## src/rtl/ceres_param.sv

```systemverilog
// Shared core parameters and types.
//   XLEN            data path width
//   FQ_DEPTH        fetch->decode instruction queue depth
//   exc_type_e      fetch/decode exception codes
//   instr_type_e    resolved instruction class
//   predict_info_t  branch prediction attached to a fetched PC
//   fq_entry_t      one fetch queue entry
package ceres_param;

    localparam int XLEN     = 32;
    localparam int FQ_DEPTH = 4;

    typedef enum logic [3:0] {
        NO_EXCEPTION        = 4'd0,
        INSTR_MISALIGNED    = 4'd1,
        INSTR_ACCESS_FAULT  = 4'd2,
        ILLEGAL_INSTRUCTION = 4'd3,
        BREAKPOINT          = 4'd4
    } exc_type_e;

    // INSTR_INVALID is the default/idle value.
    typedef enum logic [2:0] {
        INSTR_INVALID = 3'd0,
        R_TYPE        = 3'd1,
        I_TYPE        = 3'd2,
        S_TYPE        = 3'd3,
        B_TYPE        = 3'd4,
        U_TYPE        = 3'd5,
        J_TYPE        = 3'd6
    } instr_type_e;

    typedef struct packed {
        logic            taken;
        logic [XLEN-1:0] target;
    } predict_info_t;

    typedef struct packed {
        logic [XLEN-1:0] pc;
        logic [XLEN-1:0] pc_incr;
        logic [XLEN-1:0] inst;
        exc_type_e       exc;
        instr_type_e     instr_type;
        predict_info_t   spec;
    } fq_entry_t;

endpackage

```

## src/rtl/fetch_inst_queue.sv

```systemverilog
// Decoupling queue between fetch and decode.
// Fetch pushes one fully formed instruction per cycle; decode pops in order.
// A faulting instruction locks the queue against younger entries until flush.
// Ports:
//   clk_i, rst_ni           clock, async active-low reset
//   flush_i                 synchronous clear (highest priority)
//   enq_valid_i/enq_ready_o enqueue handshake, enq_* payload fields
//   deq_valid_o/deq_ready_i dequeue handshake, deq_* head fields (NOP when empty)
//   count_o                 occupied entries, 0..DEPTH
module fetch_inst_queue
    import ceres_param::*;
#(
    parameter int DEPTH = FQ_DEPTH,
    parameter int XLEN  = ceres_param::XLEN
) (
    input  logic                     clk_i,
    input  logic                     rst_ni,
    input  logic                     flush_i,
    input  logic                     enq_valid_i,
    output logic                     enq_ready_o,
    input  logic [XLEN-1:0]          enq_pc_i,
    input  logic [XLEN-1:0]          enq_pc_incr_i,
    input  logic [XLEN-1:0]          enq_inst_i,
    input  exc_type_e                enq_exc_i,
    input  instr_type_e              enq_instr_type_i,
    input  predict_info_t            enq_spec_i,
    output logic                     deq_valid_o,
    input  logic                     deq_ready_i,
    output logic [XLEN-1:0]          deq_pc_o,
    output logic [XLEN-1:0]          deq_pc_incr_o,
    output logic [XLEN-1:0]          deq_inst_o,
    output exc_type_e                deq_exc_o,
    output instr_type_e              deq_instr_type_o,
    output predict_info_t            deq_spec_o,
    output logic [$clog2(DEPTH):0]   count_o
);

    localparam int AW = $clog2(DEPTH);
    localparam int PW = AW + 1;

    // Extra MSB on each pointer is the wrap bit, distinguishing full from empty.
    logic [PW-1:0] wr_ptr, rd_ptr;
    logic          exc_lock;
    fq_entry_t     mem [DEPTH];

    logic empty, full, enq_fire, deq_fire;

    assign empty = (wr_ptr == rd_ptr);
    assign full  = (wr_ptr[AW-1:0] == rd_ptr[AW-1:0]) && (wr_ptr[PW-1] != rd_ptr[PW-1]);

    assign enq_ready_o = !full && !exc_lock && !flush_i;
    assign deq_valid_o = !empty;
    assign enq_fire    = enq_valid_i && enq_ready_o;
    // Flush discards a same-cycle pop; enq_fire already excludes flush.
    assign deq_fire    = deq_valid_o && deq_ready_i && !flush_i;
    assign count_o     = wr_ptr - rd_ptr;

    always_ff @(posedge clk_i or negedge rst_ni) begin
        if (!rst_ni) begin
            wr_ptr   <= '0;
            rd_ptr   <= '0;
            exc_lock <= 1'b0;
        end else if (flush_i) begin
            wr_ptr   <= '0;
            rd_ptr   <= '0;
            exc_lock <= 1'b0;
        end else begin
            if (enq_fire) wr_ptr <= wr_ptr + PW'(1);
            if (deq_fire) rd_ptr <= rd_ptr + PW'(1);
            // Nothing younger may enter behind a faulting instruction.
            if (enq_fire && enq_exc_i != NO_EXCEPTION) exc_lock <= 1'b1;
        end
    end

    // Payload is not reset; validity comes only from the pointers.
    always_ff @(posedge clk_i) begin
        if (enq_fire) begin
            mem[wr_ptr[AW-1:0]] <= '{pc:         enq_pc_i,
                                     pc_incr:    enq_pc_incr_i,
                                     inst:       enq_inst_i,
                                     exc:        enq_exc_i,
                                     instr_type: enq_instr_type_i,
                                     spec:       enq_spec_i};
        end
    end

    // Empty queue presents a clean NOP so decode never sees stale payload.
    always_comb begin
        deq_pc_o         = '0;
        deq_pc_incr_o    = '0;
        deq_inst_o       = 32'h0000_0013;
        deq_exc_o        = NO_EXCEPTION;
        deq_instr_type_o = INSTR_INVALID;
        deq_spec_o       = '0;
        if (!empty) begin
            deq_pc_o         = mem[rd_ptr[AW-1:0]].pc;
            deq_pc_incr_o    = mem[rd_ptr[AW-1:0]].pc_incr;
            deq_inst_o       = mem[rd_ptr[AW-1:0]].inst;
            deq_exc_o        = mem[rd_ptr[AW-1:0]].exc;
            deq_instr_type_o = mem[rd_ptr[AW-1:0]].instr_type;
            deq_spec_o       = mem[rd_ptr[AW-1:0]].spec;
        end
    end

endmodule

```

## config.mk

```make
export PLATFORM = sky130hd
export DESIGN_NAME = fetch_inst_queue
export DESIGN_NICKNAME = d
export VERILOG_FILES = /design/src/rtl/ceres_param.sv /design/src/rtl/fetch_inst_queue.sv
export SDC_FILE = /design/constraint.sdc
export NUM_CORES = 1
export LEC_CHECK = 0
export ABC_AREA = 1
export CAP_MARGIN = 20
export CORE_MARGIN = 2
export CORE_UTILIZATION = 45
export CTS_CLUSTER_SIZE = 8
export DETAILED_ROUTE_END_ITERATION = 8
export HOLD_SLACK_MARGIN = 0.06
export PLACE_DENSITY = 0.67
export RECOVER_POWER = 100
export SLEW_MARGIN = 25
export SYNTH_ARGS = -nofsm -noshare
export SYNTH_HDL_FRONTEND = slang
export SYNTH_SLANG_ARGS = --single-unit
export TNS_END_PERCENT = 20
```

## constraint.sdc

```tcl
create_clock -name clk_i -period 9.2 [get_ports clk_i]
set_input_delay 1.84 -clock clk_i [delete_from_list [all_inputs] [get_ports clk_i]]
set_output_delay 1.84 -clock clk_i [all_outputs]
set_load 0.05 [all_outputs]
```

# Word level (Yosys, flattened, before mapping)
# Memories as Yosys holds them, arrays and structs flattened.
# Cells that the tools add are included.
# word_totals
inputBits	141
out_inout_bits	141
ram_bits	544
reg_bits	7
word_cells	39
n_memories	1
# classes
n_reduce_logical	15
n_addsub	3
n_mux	14
eq_ne	3
# memory_table
name	depth	word_bits	read_ports	rd_clocked_by_memory_dff	wr	line	rtl
mem	4	136	1	0	1	fetch_inst_queue.sv:44	fq_entry_t mem [DEPTH];
# op_table
cell	n
32-bit two-way mux	3
33-bit two-way mux	1
3-bit two-way mux	5
1-bit logical AND	7
3-bit by 1-bit adder with 3-bit output, second input constant	2
2-bit nonzero test	3
1-bit logical NOT	4
1-bit two-way mux	4
4-bit two-way mux	1
4-bit nonzero test	1
3-bit equality test	1
3-bit subtractor	1
2-bit equality test	1
1-bit inequality test	1

# Logic depth before layout (Yosys ltp)
# logic_depth
word_depth	9
ltp_mapped	11
mapped_depth_nobuf	9

# Worst setup path before layout
# Ideal clock, no wire load.
# synth_timing
path_type	input -> register
from	input port flush_i
to	memory mem[0][0] (netlist name), enable pin
path_buffers	0
cell_stages	3
t_arrival_ns	7.876
slack_ns	0.690
t_required_ns	8.566
cell_sequence	nor2_1 -> nand3_1 -> nor2_1
# synth_via
elab_chain_len	5
# synth_lines
element	line	rtl
from (decl)	fetch_inst_queue.sv:18	input logic flush_i,
1-bit logical NOT	fetch_inst_queue.sv:51	assign enq_ready_o = !full && !exc_lock && !flush_i;
1-bit logical AND	fetch_inst_queue.sv:51	
1-bit logical AND	fetch_inst_queue.sv:53	assign enq_fire = enq_valid_i && enq_ready_o;
1-bit two-way mux	fetch_inst_queue.sv:77	if (enq_fire) begin
1-bit two-way mux (not written as such)	fetch_inst_queue.sv:78	mem[wr_ptr[AW-1:0]] <= '{pc: enq_pc_i,
to (decl)	fetch_inst_queue.sv:44	
# No other way between the ends.

# Final worst setup path
# layout_timing
from	register rd_ptr[1]
to	output port count_o[1]
# layout_via
elab_chain_len	1
# layout_lines
element	line	rtl
from (decl)	fetch_inst_queue.sv:42	logic [PW-1:0] wr_ptr, rd_ptr;
from (signal assigned)	fetch_inst_queue.sv:69	if (deq_fire) rd_ptr <= rd_ptr + PW'(1);
3-bit subtractor	fetch_inst_queue.sv:56	assign count_o = wr_ptr - rd_ptr;
to (decl)	fetch_inst_queue.sv:35	output logic [$clog2(DEPTH):0] count_o
# No other way between the ends.

==> impl_metrics.py <==
metrics = {
    "sta": {
        "timing.hold.ws_ns": 0.5046,
        "fmax_mhz": 132.0,
        "setup-tns-final_ns": 0,
        "relSlewSlack_pct": -200.3,
        "tightest_slew_ns": 4.505,
        "fin_crit_sh_pct": 82.32,
        "finClkSkew_ns": 0.01686,
        "grt_setup_unrepaired": "no",
        "finalSetupViolCount": 0,
        "drv_slew": 505,
        "hold_viol_final": 0,
        "post-route-min-period_ns": 7.573,
    },
    "cts": {
        "cts_hold_buf": 0,
        "cts_setup_buffers": 0,
        "cts_resized": 0,
        "clkTransAtPathRegs_ns": 0.05,
        "clock-sinks": 551,
        "cts-htree-levels": 3,
        "clock_path_buffers": 3,
        "tritoncts": "done",
        "numCtsBuffers": 78,
        "clkLatencyLatePin_ns": 0.60,
        "cts_root_buf": "clkbuf_16",
    },
    "finish": {
        "fin_area_um2": 27070,
        "fillers": 3800,
        "layout-drive-gt1-share_pct": 8.051,
        "fin_nets": 2096,
        "area_delta_synth_final_pct": 24.83,
        "multi_input_area_um2": 4602,
        "fin_cells": 2597,
        "regArea_um2": 16520,
    },
    "power_and_ir_drop": {
        "ir_worst_vdd_uv": 234.0,
        "cellLeakagePower_nw": 9.324,
        "power.density_nw_per_um2": 286.0,
        "p_total_mw": 7.742,
    },
    "grt": {
        "grt_max_degree": 145,
        "grt_usage_pct": 20.28,
        "grt_pass1_wl_mm": 77.51,
        "first_global_vias": 13640,
        "met2_usage_pct": 33.54,
        "antenna_found_initial": 21,
        "busiest_layer": "met2",
        "met1_usage_pct": 26.32,
        "grt_overflow": 0,
        "gr-usage-met3_pct": 5.168,
    },
    "synth": {
        "synth_top_family_by_area": "compound AO/OA/AOI/OAI gates",
        "yosys.area_share.simple_pct": 10.17,
        "postSynthCellCount": 1670,
        "synthAdderAreaFrac_pct": 0.4961,
        "ys_types": 26,
        "yosysSeqAreaShare_pct": 76.12,
        "synth_xor_area_share_pct": 0.1211,
        "synth_area_um2": 21690,
        "synthMuxAreaShare_pct": 0,
        "synth-seq-cells": 551,
        "synth-compound-area-share_pct": 10.33,
        "syn_area_per_cell_um2": 12.99,
        "yosysWarnings": 0,
        "synth_nets": 1819,
    },
    "die": {
        "design.die.area_um2": 49970,
        "initial_core_util_pct": 45.52,
        "io_pins": 282,
        "dieHeight_um": 223.5,
        "fp.dieW_um": 223.5,
        "num_rows": 80,
        "fp.coreArea_um2": 47650,
    },
    "status": {
        "violations": "capacitance limit, slew limit",
        "outcome": "complete, but fails checks",
    },
    "drt": {
        "ant_nets": 0,
        "dr_total_vias": 13820,
        "route.detailed.drc": 0,
        "drt_wl_total_mm": 50.84,
        "vias_per_cell": 5.321,
        "drt_iter0_drc": 1229,
        "drt_pass1_iterations": 5,
        "wl_per_cell_um": 19.58,
    },
    "placement": {
        "placed_area_um2": 24940,
        "hpwl_mm": 27.75,
        "finalWeightedCongestion": 0.7493,
        "portBuffers": 281,
        "place_inst": 2481,
    },
    "critical_path": {
        "endpoint_kind": "output pin",
        "arrival_ns": 5.73,
        "path_class": "register to output pin",
        "cp-start-kind": "register",
        "worst_ep_required_time_ns": 7.36,
        "cp_max_fo": 61,
    },
    "worst_hold_path": {
        "hold_class": "register to register",
    },
    "job": {
        "max-cap-violations": 8,
    },
}
## cell usage after synthesis, drive strengths merged
| cell type | n | area, um2 |
|---|---|---|
| nand3 | 10 | 50.05 |
| a21oi | 140 | 888.4 |
| fa | 1 | 20.02 |
| nor2 | 538 | 2019 |
| nand4 | 2 | 12.51 |
| ha | 7 | 87.58 |
| and2 | 1 | 6.260 |
| nor4 | 1 | 6.260 |
| nand2 | 27 | 111.4 |
| buf | 69 | 411.7 |
| xor2 | 1 | 8.760 |
| o21ai | 270 | 1351 |
| inv | 14 | 52.55 |
| dfrtp | 7 | 175.2 |
| clkinv | 1 | 3.750 |
| xnor2 | 2 | 17.52 |
| edfxtp | 544 | 16340 |
| clkbuf | 35 | 131.4 |
## per-layer routing
layer	wire (um)	vias to the layer above
li1	-	6506
met1	21070	6703
met2	24870	496
met3	3794	92
met4	968	22
met5	137	-
## worst max-delay path, cell delays in order, from the launching register on
cell             delay [ns]
dfrtp_4                0.72
clkbuf_1               2.00
buf_4                  0.96
fa_1                   0.57
inv_1                  0.07
clkdlybuf4s50_1        0.79
## layout make-up
cell class	count	area share [%]
antenna	7	0.06470
clock buffer	104	7.805
clock inverter	4	0.1294
inverter	15	0.2542
multi-input combinational	1000	17.00
sequential	551	61.01
tap	615	2.842
timing repair buffer	301	10.90
## power by group
group | leakage (nW) | internal, mW | total (mW) | switching, mW
Combinational | 3.26 | 0.596 | 2.33 | 1.73
Sequential | 5.02 | 2.86 | 2.88 | 0.0230
Clock | 1.04 | 1.57 | 2.53 | 0.958
## registers in the layout, summed over array words and instances (netlist names)
name and cells:
wr_ptr 3, exc_lock 1, mem 544, rd_ptr 3
## kinds of logic after synthesis
kind of cell               count (synthesis)
buffers and inverters                    119
and+or+nand+nor                          579
AOI/OAI and AO/OA                        410
adders and majority gates                  8
xor gates and xnor gates                   3
DFF                                      551
## metrics by stage
stage | worst slack, ns | utilization, %
2_1_floorplan | 0.6901 | -
3_3_place_gp | 3.494 | 52.33
3_5_place_dp | 3.403 | 52.35
4_1_cts | 2.751 | 56.86
5_1_grt | 1.348 | 56.81
6_report | 1.627 | 56.83
## cell usage in the layout, fill, tap and decap left out, drive strengths merged
cell           Yosys  final
edfxtp           544    544
nor2             538    538
dlygate4sd3        0    273
o21ai            270    270
a21oi            140    140
clkbuf            35    112
nand2             27     27
inv               14     18
buf               69     12
nand3             10     10
clkdlybuf4s50      0      8
diode              0      7
ha                 7      7
dfrtp              7      7
xnor2              2      2
nand4              2      2
and2               1      1
clkinv             1      1
xor2               1      1
nor4               1      1
fa                 1      1
## path summary, 6_finish.rpt
check                          start          to  slack, ns  cells past startpoint
setup / recovery           rd_ptr[1]  count_o[1]       1.63                      5
hold / removal              exc_lock    exc_lock       0.50                      2
setup reg to reg           rd_ptr[0]   mem[0][5]       2.48                      8
hold reg to reg             exc_lock    exc_lock       0.50                      2
max in group asynchronous     rst_ni   rd_ptr[0]       7.32                      1
min in group asynchronous     rst_ni   rd_ptr[2]       1.59                      1
Note: power is estimated with default switching activity, not from simulation.
